==> src/rtl/ram_512_arbiter.sv <==
// Round-robin arbiter and clear sequencer placing two req/ready requesters in front of one ram_512.
// Read data returns registered one cycle after acceptance; CLEAR fills all 512 words with CLEAR_VALUE.
module ram_512_arbiter #(
  parameter bit          CLEAR_ON_RESET = 1'b1,
  parameter logic [15:0] CLEAR_VALUE    = 16'h0000
) (
  input  logic        clock,
  input  logic        reset_n,
  input  logic        clear_start,
  output logic        busy,
  input  logic        a_req,
  input  logic        a_we,
  input  logic [8:0]  a_addr,
  input  logic [15:0] a_wdata,
  output logic        a_ready,
  output logic        a_rvalid,
  output logic [15:0] a_rdata,
  input  logic        b_req,
  input  logic        b_we,
  input  logic [8:0]  b_addr,
  input  logic [15:0] b_wdata,
  output logic        b_ready,
  output logic        b_rvalid,
  output logic [15:0] b_rdata,
  output logic [15:0] ram_in,
  output logic [8:0]  ram_address,
  output logic        ram_load,
  input  logic [15:0] ram_out
);

  typedef enum logic {ST_CLEAR = 1'b0, ST_SERVE = 1'b1} state_t;
  localparam state_t RESET_STATE = CLEAR_ON_RESET ? ST_CLEAR : ST_SERVE;

  state_t      state_r, state_next_s;
  logic [8:0]  clr_addr_r;
  logic        ptr_r;
  logic        grant_a_s, grant_b_s;

  // State register
  always_ff @(posedge clock or negedge reset_n) begin
    if (!reset_n) begin
      state_r <= RESET_STATE;
    end else begin
      state_r <= state_next_s;
    end
  end

  // Next-state logic: CLEAR runs exactly 512 cycles, clear_start only honoured in SERVE
  always_comb begin
    state_next_s = state_r;
    case (state_r)
      ST_CLEAR: begin
        if (clr_addr_r == 9'd511) begin
          state_next_s = ST_SERVE;
        end else begin
          state_next_s = ST_CLEAR;
        end
      end
      ST_SERVE: begin
        if (clear_start) begin
          state_next_s = ST_CLEAR;
        end else begin
          state_next_s = ST_SERVE;
        end
      end
      default: state_next_s = RESET_STATE;
    endcase
  end

  // Output logic: grant selection and RAM port steering; ptr_r=1 favours B
  always_comb begin
    grant_a_s   = 1'b0;
    grant_b_s   = 1'b0;
    busy        = 1'b0;
    ram_address = 9'd0;
    ram_in      = 16'h0000;
    ram_load    = 1'b0;
    case (state_r)
      ST_CLEAR: begin
        busy        = 1'b1;
        ram_address = clr_addr_r;
        ram_in      = CLEAR_VALUE;
        ram_load    = reset_n;
      end
      ST_SERVE: begin
        if (!clear_start) begin
          if (a_req && b_req) begin
            grant_a_s = ~ptr_r;
            grant_b_s = ptr_r;
          end else begin
            grant_a_s = a_req;
            grant_b_s = b_req;
          end
        end else begin
          grant_a_s = 1'b0;
          grant_b_s = 1'b0;
        end
        if (grant_a_s) begin
          ram_address = a_addr;
          ram_in      = a_wdata;
          ram_load    = a_we & reset_n;
        end else if (grant_b_s) begin
          ram_address = b_addr;
          ram_in      = b_wdata;
          ram_load    = b_we & reset_n;
        end else begin
          ram_load    = 1'b0;
        end
      end
      default: busy = 1'b0;
    endcase
  end

  assign a_ready = grant_a_s;
  assign b_ready = grant_b_s;

  // Clear address counter and round-robin pointer
  always_ff @(posedge clock or negedge reset_n) begin
    if (!reset_n) begin
      clr_addr_r <= 9'd0;
      ptr_r      <= 1'b0;
    end else begin
      if (state_r == ST_CLEAR) begin
        clr_addr_r <= (clr_addr_r == 9'd511) ? 9'd0 : clr_addr_r + 9'd1;
      end else begin
        clr_addr_r <= 9'd0;
      end
      if (grant_a_s) begin
        ptr_r <= 1'b1;
      end else if (grant_b_s) begin
        ptr_r <= 1'b0;
      end else begin
        ptr_r <= ptr_r;
      end
    end
  end

  // Registered read returns; rdata holds until that requester's next read
  always_ff @(posedge clock or negedge reset_n) begin
    if (!reset_n) begin
      a_rvalid <= 1'b0;
      a_rdata  <= 16'h0000;
      b_rvalid <= 1'b0;
      b_rdata  <= 16'h0000;
    end else begin
      a_rvalid <= grant_a_s & ~a_we;
      b_rvalid <= grant_b_s & ~b_we;
      if (grant_a_s && !a_we) begin
        a_rdata <= ram_out;
      end else begin
        a_rdata <= a_rdata;
      end
      if (grant_b_s && !b_we) begin
        b_rdata <= ram_out;
      end else begin
        b_rdata <= b_rdata;
      end
    end
  end

endmodule

==> config.mk <==
export PLATFORM = sky130hd
export DESIGN_NAME = ram_512_arbiter
export DESIGN_NICKNAME = d
export VERILOG_FILES = /design/src/rtl/ram_512_arbiter.sv
export SDC_FILE = /design/constraint.sdc
export NUM_CORES = 1
export LEC_CHECK = 0
export BUFFER_PORTS_ARGS = -buffer_cell sky130_fd_sc_hd__clkbuf_2
export CORE_ASPECT_RATIO = 0.7
export CORE_MARGIN = 1
export CORE_UTILIZATION = 40
export DETAILED_ROUTE_END_ITERATION = 16
export PLACE_DENSITY = 0.81
export REMOVE_ABC_BUFFERS = 1
export SLEW_MARGIN = 5
export SYNTH_ARGS = -nofsm -noshare
export SYNTH_HDL_FRONTEND = slang
export SYNTH_SLANG_ARGS = --single-unit
==> constraint.sdc <==
create_clock -name clock -period 2.05 [get_ports clock]
set_input_delay 0.205 -clock clock [delete_from_list [all_inputs] [get_ports clock]]
set_output_delay 0.205 -clock clock [all_outputs]
set_load 0.005 [all_outputs]
# Word level (Yosys, flattened, before mapping)
# Index checks and enable logic that the tools add are counted.
# op_classes
add_sub_neg	1
eq_ne	1
muxes	25
n_bitwise	8
reduce_logical	6
# op_table
operator	count
2-to-1 mux 9 bit	4
2-to-1 mux 16 bit	2
case mux 16 bit (2 select lines)	1
case mux 9 bit (2 select lines)	1
2-to-1 mux 1 bit	15
adder 9 x 1 -> 9 bit, second input constant	1
== test 9 bit, second input constant	1
bitwise AND 1 bit	4
inverter 1 bit	4
case mux 1 bit (2 select lines)	2
logical AND 1 bit	3
logical NOT 1 bit	2
nonzero test 2 bit	1
# word_totals
regBits	45
inputBits	73
elab_cells	48

# Logic depth before layout (Yosys ltp)
# Gate-level depths: netlist of run 1.
# logic_depth
ltp_word	7
depth_mapped	7

# Worst setup path before layout of run 1
# No wires, ideal clock.
# synth_path
path_kind	register to register
startpoint	register clr_addr_r[0]
endpoint	register clr_addr_r[5]
arrival_time_ps	1453
required_time_ps	1972
path_slack_ps	520
path_stages_with_launch	8
path_buffers	1
path_cell_list	dfrtp_1 -> ha_1 -> nand2_1 -> nor3_1 -> ha_1 -> or2_2 -> clkbuf_1 -> a21oi_1
# synth_via
elab_chain_len	3
# synth_rtl
item	line	rtl
start, declared	35	logic [8:0] clr_addr_r;
start signal, assigned	124	clr_addr_r <= (clr_addr_r == 9'd511) ? 9'd0 : clr_addr_r + 9'd1;
adder 9 x 1 -> 9 bit or == test 9 bit (tied branches)	124	
2-to-1 mux 9 bit (*)	124	
2-to-1 mux 9 bit (*)	123	if (state_r == ST_CLEAR) begin
# Mark *: on every way between the ends. The rest lies on a longest branch, timed or not.
# A chain may end at the register's enable or synchronous reset.

# Worst setup path in the final report of run 1
# layout_path
startpoint	register ptr_r
endpoint	output ram_address[2]
# layout_via
elab_chain_len	6
# layout_rtl
item	line	rtl
start, declared	36	logic ptr_r;
start signal, assigned	133	ptr_r <= ptr_r;
2-to-1 mux 1 bit or inverter 1 bit (tied branches)	87, 88	
2-to-1 mux 1 bit, on equally long branches	86, 87	
2-to-1 mux 1 bit, on equally long branches	78, 86	
2-to-1 mux 9 bit or 2-to-1 mux 1 bit (tied branches)	102, 78	
2-to-1 mux 9 bit (*)	98	if (grant_a_s) begin
case mux 9 bit (2 select lines) (*)	78	case (state_r)
end, declared	26	output logic [8:0] ram_address,
# Mark *: on every way between the ends. The rest lies on a longest branch, timed or not. The select of a mux whose other input is x is not followed.

==> key figures, run 1 <==
Global routing
  – Largest net degree at the start of global routing: 46
  – Initial antenna violation count: 0
  – Vias in the first global route: 1,746
  – Total gr overflow: 0
  – First-pass GRT wire length: 8.590 mm
  – GRT Resource Usage Total: 18.84%

Timing
  – Final-report max-slew violation count: 0
  – Final Hold Viols: 0
  – Fin crit period: 1.890 ns
  – # setup viols final: 0
  – Setup TNS Final: 0 ns
  – RSZ-0062 raised after global routing: false
  – Slew headroom: 61.97%
  – Max Freq: 529.0 MHz
  – Skew final: 0.004289 ns
  – Worst-Margin Slew: about 0.57 ns
  – Final Cycle Share: 92.22%

Critical path
  – Crit path max fanout: 26
  – Setup CP Type: register to primary output
  – Worst Reg-to-Reg Cells: 6
  – CP arrival: roughly 1.7 ns
  – CP endpoint kind: primary output
  – Req. time, crit path: 1.85 ns
  – Startpoint types: register

Yosys
  – Largest cells by area after synthesis: dfrtp_1, mux2_2, a22o_1
  – Yosys cell types: 35
  – Post-synth EDFFs: 0
  – Top-area cell type share of the netlist area: 51.52%
  – Largest area contributor in the netlist: dfrtp_1
  – Synthesized netlist cell count: approximately 170
  – Register bit total from synthesis: 45
  – Ys async rst share: 100.0%
  – Ys Warns: 0
  – Avg Inst Size Synth: 13.09 sq um
  – Synth Cell Area: 0.002186 sq mm
  – Register area share after synthesis: 51.52%
  – Ys flop type: dfrtp_1

Clock tree
  – CTS Buf Count: 5
  – Worst skew pair latency: 0.29 ns
  – CTS sink cnt: 45
  – CTS Buffer Depth: 2
  – CTS Hold Bufs: 0
  – Htree depth: 2
  – Post-cts resize count: 0
  – Post-CTS Setup Inserts: 0
  – CTS tree: yes
  – Clock-pin transition on the worst setup and hold timing paths: 0.08 ns
  – CTS Root Cell: clkbuf_8

Drt
  – Routed vias/inst: roughly 5
  – Final wirelength: 5.401 mm
  – Post-route DRC: 0
  – Drt pass-1 iters: 4
  – Vias: 1,881
  – Initial DRC Count: 69
  – Antenna-violating nets left: 0
  – Wirelength per Cell: 14.29 um

Finish
  – Share of post-route cells with drive strength above 1: 60.78%
  – Fin nets: 381
  – Area grow syn2layout: 38.98%
  – Commonest non-fill, non-tap cell in the layout: clkbuf_2
  – Most frequent cells in the layout: clkbuf_2, dfrtp_1, mux2_2, a22o_1
  – N_diodes: 0

Floorplan
  – Initial cell density of the core: 41.58%
  – Height of the die: around 64 um
  – DIE AREA: 0.005769 sq mm
  – Die X: roughly 90 um
  – # IOs: 136
  – Core region area: about 0.0053 sq mm
  – # rows: 22

Flow run
  – Maxcap violations: 0

Placed design
  – Post-DP HPWL: 4.166 mm
  – Routability cong.: 0.8928
  – Count of input and output buffers: 135

Status
  – Status: completed

Power
  – Worst VDD drop: 0.4653 mV
  – Leak: 1.675 nW
  – Total Power: 2.752 mW
  – Pwr dens: 905.7 mW/mm^2

Worst hold path
  – Hold crit path type: input pin to asynchronous set/reset pin
==> stage by stage <==
stage / hold slack [ns] / util, % / setup slack, ns / area [sq um] / cells
after floorplan: -0.09059 / - / 0.006914 / 2131 / 159
after global placement: 0.3407 / 55.81 / 0.5169 / 2934 / 371
after detailed placement: 0.3462 / 55.81 / 0.4733 / 2934 / 371
after CTS: 0.02467 / 57.78 / 0.1519 / 3038 / 378
after global routing: 0.05448 / 57.78 / 0.07367 / 3038 / 378
final: 0.01532 / 57.78 / 0.1596 / 3038 / 378
==> Yosys cell counts (2+ instances only) <==
cell      number
buf_6          2
o21ai_0        5
buf_2          2
buf_4          2
a21oi_1        4
inv_1          4
mux2_2        22
a221o_1        9
xor2_1         2
nor2b_1        6
dfrtp_1       45
nor2_1         5
or3_1          3
mux2_4         9
clkbuf_1       2
and2b_1        4
a22o_1        16
nand3_1        3
nor3b_2        2
nand2_1        4
ha_1           2
==> final timing paths <==
kind                                    start              to  slack (ns)
max in group asynchronous             reset_n   clr_addr_r[0]        1.66
worst min register to register  clr_addr_r[0]   clr_addr_r[0]        0.49
worst max register to register  clr_addr_r[0]   clr_addr_r[5]        0.48
min in group clock                ram_out[15]     a_rdata[15]        0.15
worst max-delay path                    ptr_r  ram_address[2]        0.16
worst min-delay path                  reset_n           ptr_r        0.02
==> critical path, cell delays in order, from the launching register on <==
cell and delay, ns:
dfrtp_1 0.39, nand2b_1 0.20, nor3b_2 0.17, buf_4 0.21
a221o_1 0.31, clkbuf_2 0.11
==> layout make-up <==
| class | count | area, sq um |
|---|---|---|
| Sequential cell | 45 | 1126 |
| Timing Repair Buffer | 140 | 713.2 |
| Clock buffer | 5 | 68.82 |
| Tap cell | 72 | 90.09 |
| Fill cell | 463 | 2220 |
| Inverter | 4 | 15.01 |
| Clock inverter | 2 | 35.03 |
| Multi-Input combinational cell | 110 | 989.7 |
==> state kept, by name, summed over array words and instances, names as in the netlist <==
name,flops
state_r,1
ptr_r,1
a_rvalid,1
a_rdata,16
b_rdata,16
b_rvalid,1
clr_addr_r,9
==> kinds of logic after synthesis <==
family | count (synthesis) | synth area share [%]
AOI/OAI and AO/OA | 37 | 13.74
xor gates and xnor gates | 3 | 1.202
adders and majority gates | 2 | 1.145
buffers and inverters | 12 | 3.205
DFF | 45 | 51.52
muxes | 32 | 18.03
and+or+nand+nor | 36 | 11.16
==> layer usage <==
metal / track usage (%) / share of wire, %
met1: 27.14 / 48
met2: 29.20 / 47
met3: 3.810 / 4.3
met4: 4.637 / 0.43
met5: 0 / 0
==> power by group <==
part           internal [mW]  switching (mW)  total [mW]
combinational          0.496           0.323       0.819
sequential              1.13           0.167        1.30
clock                  0.354           0.281       0.635
Power figures use the tool's default switching activity.
==> run 2: changes to the inputs <==
Settings changed: CORE_UTILIZATION 40 to 43, PLACE_DENSITY 0.81 to 0.85.
==> run 2 against run 1 <==
  * Design area decreased by 0.21%
  * Utilization increased by 4.9 points
  * Setup slack improved by 0.00071 ns
  * Flip-flop and latch count unchanged
  * Clock power decreased by 9.0%
  * Largest cell class unchanged
==> key figures, run 2 (synthesis results as in run 1) <==
Status
  – Status: completed

Critical path
  – R2R setup slack: 0.48 ns
  – Worst Reg-to-Reg Cells: 6
  – CP max stage delay: 0.39 ns
  – Number of buffers and inverters on the critical path: 2
  – Startpoint types: register
  – Setup CP Type: register to primary output
  – CP delay by family, top: flip-flops
  – Req. time, crit path: 1.85 ns
  – Stages on the worst setup path: 5
  – Worst path cell trace: nand2b_1 > nor3b_2 > buf_4 > a221o_1 > clkbuf_2
  – Worst setup path startpoint: ptr_r
  – Crit-path slowest cell: dfrtp_1
  – CP arrival: 1.68 ns
  – CP endpoint: ram_address[3]
  – CP endpoint kind: primary output
  – Crit path max fanout: 26
  – Reg2reg end: clr_addr_r[7]
  – Reg-to-reg startpoint: clr_addr_r[0]

Clock tree
  – CTS Root Cell: clkbuf_8
  – Worst skew pair latency: 0.28 ns
  – Htree depth: 2
  – Clock-pin transition on the worst setup and hold timing paths: 0.08 ns
  – CTS tree: yes
  – CTS Hold Bufs: 0
  – Post-CTS Setup Inserts: 0
  – CTS Buffer Depth: 2
  – CTS Buf Count: 5
  – CTS sink cnt: 45
  – Post-cts resize count: 0

Drt
  – Initial DRC Count: 68
  – Post-route DRC: 0
  – Drt pass-1 iters: 5
  – Routed vias/inst: 5.005
  – Vias: 1,882
  – Final wirelength: about 5.5 mm
  – Antenna-violating nets left: 0
  – Wirelength per Cell: 14.57 um

Floorplan
  – # rows: 21
  – Initial cell density of the core: roughly 45%
  – DIE AREA: 0.005377 sq mm
  – # IOs: 136
  – Core region area: 0.004835 sq mm
  – Die X: 87.22 um
  – Height of the die: 61.65 um

Finish
  – Largest registers: a_rdata x16, b_rdata x16, clr_addr_r x9
  – Post-layout util: 62.71%
  – Share of post-route cells with drive strength above 1: between 60% and 70%
  – Commonest non-fill, non-tap cell in the layout: clkbuf_2
  – N_diodes: 0
  – Final cell count without fillers: ~380
  – Area grow syn2layout: 38.70%
  – Most frequent cells in the layout: clkbuf_2, dfrtp_1, mux2_2, a22o_1
  – Fin nets: between 300 and 400
  – Fillers: 412

Placed design
  – Count of input and output buffers: roughly 140
  – Routability cong.: between 0.8 and 0.9
  – Cell Count Post-Placement: 368
  – Post-DP HPWL: 4.288 mm

Global routing
  – First-pass GRT wire length: 8.190 mm
  – Largest net degree at the start of global routing: 46
  – Vias in the first global route: around 1,700
  – Total gr overflow: 0
  – Initial antenna violation count: 0
  – GRT Resource Usage Total: 20.77%

Timing
  – RSZ-0062 raised after global routing: false
  – Fin crit period: about 1.9 ns
  – Max Freq: 529.2 MHz
  – # setup viols final: 0
  – Final Cycle Share: 92.18%
  – Skew final: 0.003548 ns
  – Slew headroom: 62.92%
  – Setup TNS Final: 0 ns
  – Final-report max-slew violation count: 0
  – Worst-Margin Slew: 0.5562 ns
  – Final Hold Viols: 0

Worst hold path
  – Hold crit path type: input pin to asynchronous set/reset pin

Power
  – Pwr dens: 889.4 mW/mm^2
  – Leak: 1.675 nW
  – Total Power: 2.696 mW
  – Worst VDD drop: 0.4951 mV

Flow run
  – Maxcap violations: 0
==> run 2: changes by cell type in the layout (fill, tap and decap cells not counted), sizes merged <==
| cell | previous run | this run |
|---|---|---|
| bufinv | 1 | 0 |
| clkbuf | 140 | 142 |
==> run 2: how the worst min path moves through the flow <==
stage | from | end | slack, ns
global placement | reset_n | b_rdata[15] | 0.34
finish | reset_n | b_rdata[15] | 0.004
global route | reset_n | b_rdata[15] | 0.05
floorplan | reset_n | a_rdata[0] | -0.09
detailed placement | reset_n | b_rdata[15] | 0.33
CTS | reset_n | b_rdata[15] | 0.02
==> run 2: area by class of cell <==
| class | count | area [sq um] | area share [%] |
|---|---|---|---|
| Sequential cell | 45 | 1126 | 37.14 |
| Multi-Input combinational cell | 110 | 989.7 | 32.65 |
| Timing Repair Buffer | 140 | 713.2 | 23.52 |
| Clock buffer | 7 | 96.34 | 3.178 |
| Tap cell | 69 | 86.33 | 2.848 |
| Inverter | 4 | 15.01 | 0.4953 |
| Clock inverter | 1 | 5.005 | 0.1651 |
==> run 2: per-stage QoR <==
stage	hold WS [ns]	cell area (sq um)	worst slack, ns
after floorplan	-0.09059	2131	0.006914
after global placement	0.3386	2930	0.5215
final	0.004129	3032	0.1603
after CTS	0.01998	3032	0.1541
after detailed placement	0.3317	2930	0.4784
after global routing	0.04527	3032	0.09275
==> run 2: power by group <==
| part | switching [mW] | total (mW) | internal, mW |
|---|---|---|---|
| Clock | 0.274 | 0.578 | 0.305 |
| Combinational | 0.329 | 0.826 | 0.497 |
| Sequential | 0.162 | 1.29 | 1.13 |
==> run 2: per-layer routing <==
metal / part of all wire [%] / global-route usage [%]
met3: 6.6 / 6.166
met5: 0 / 0
met4: 0.42 / 4.684
met2: 48 / 35.10
met1: 45 / 27.01
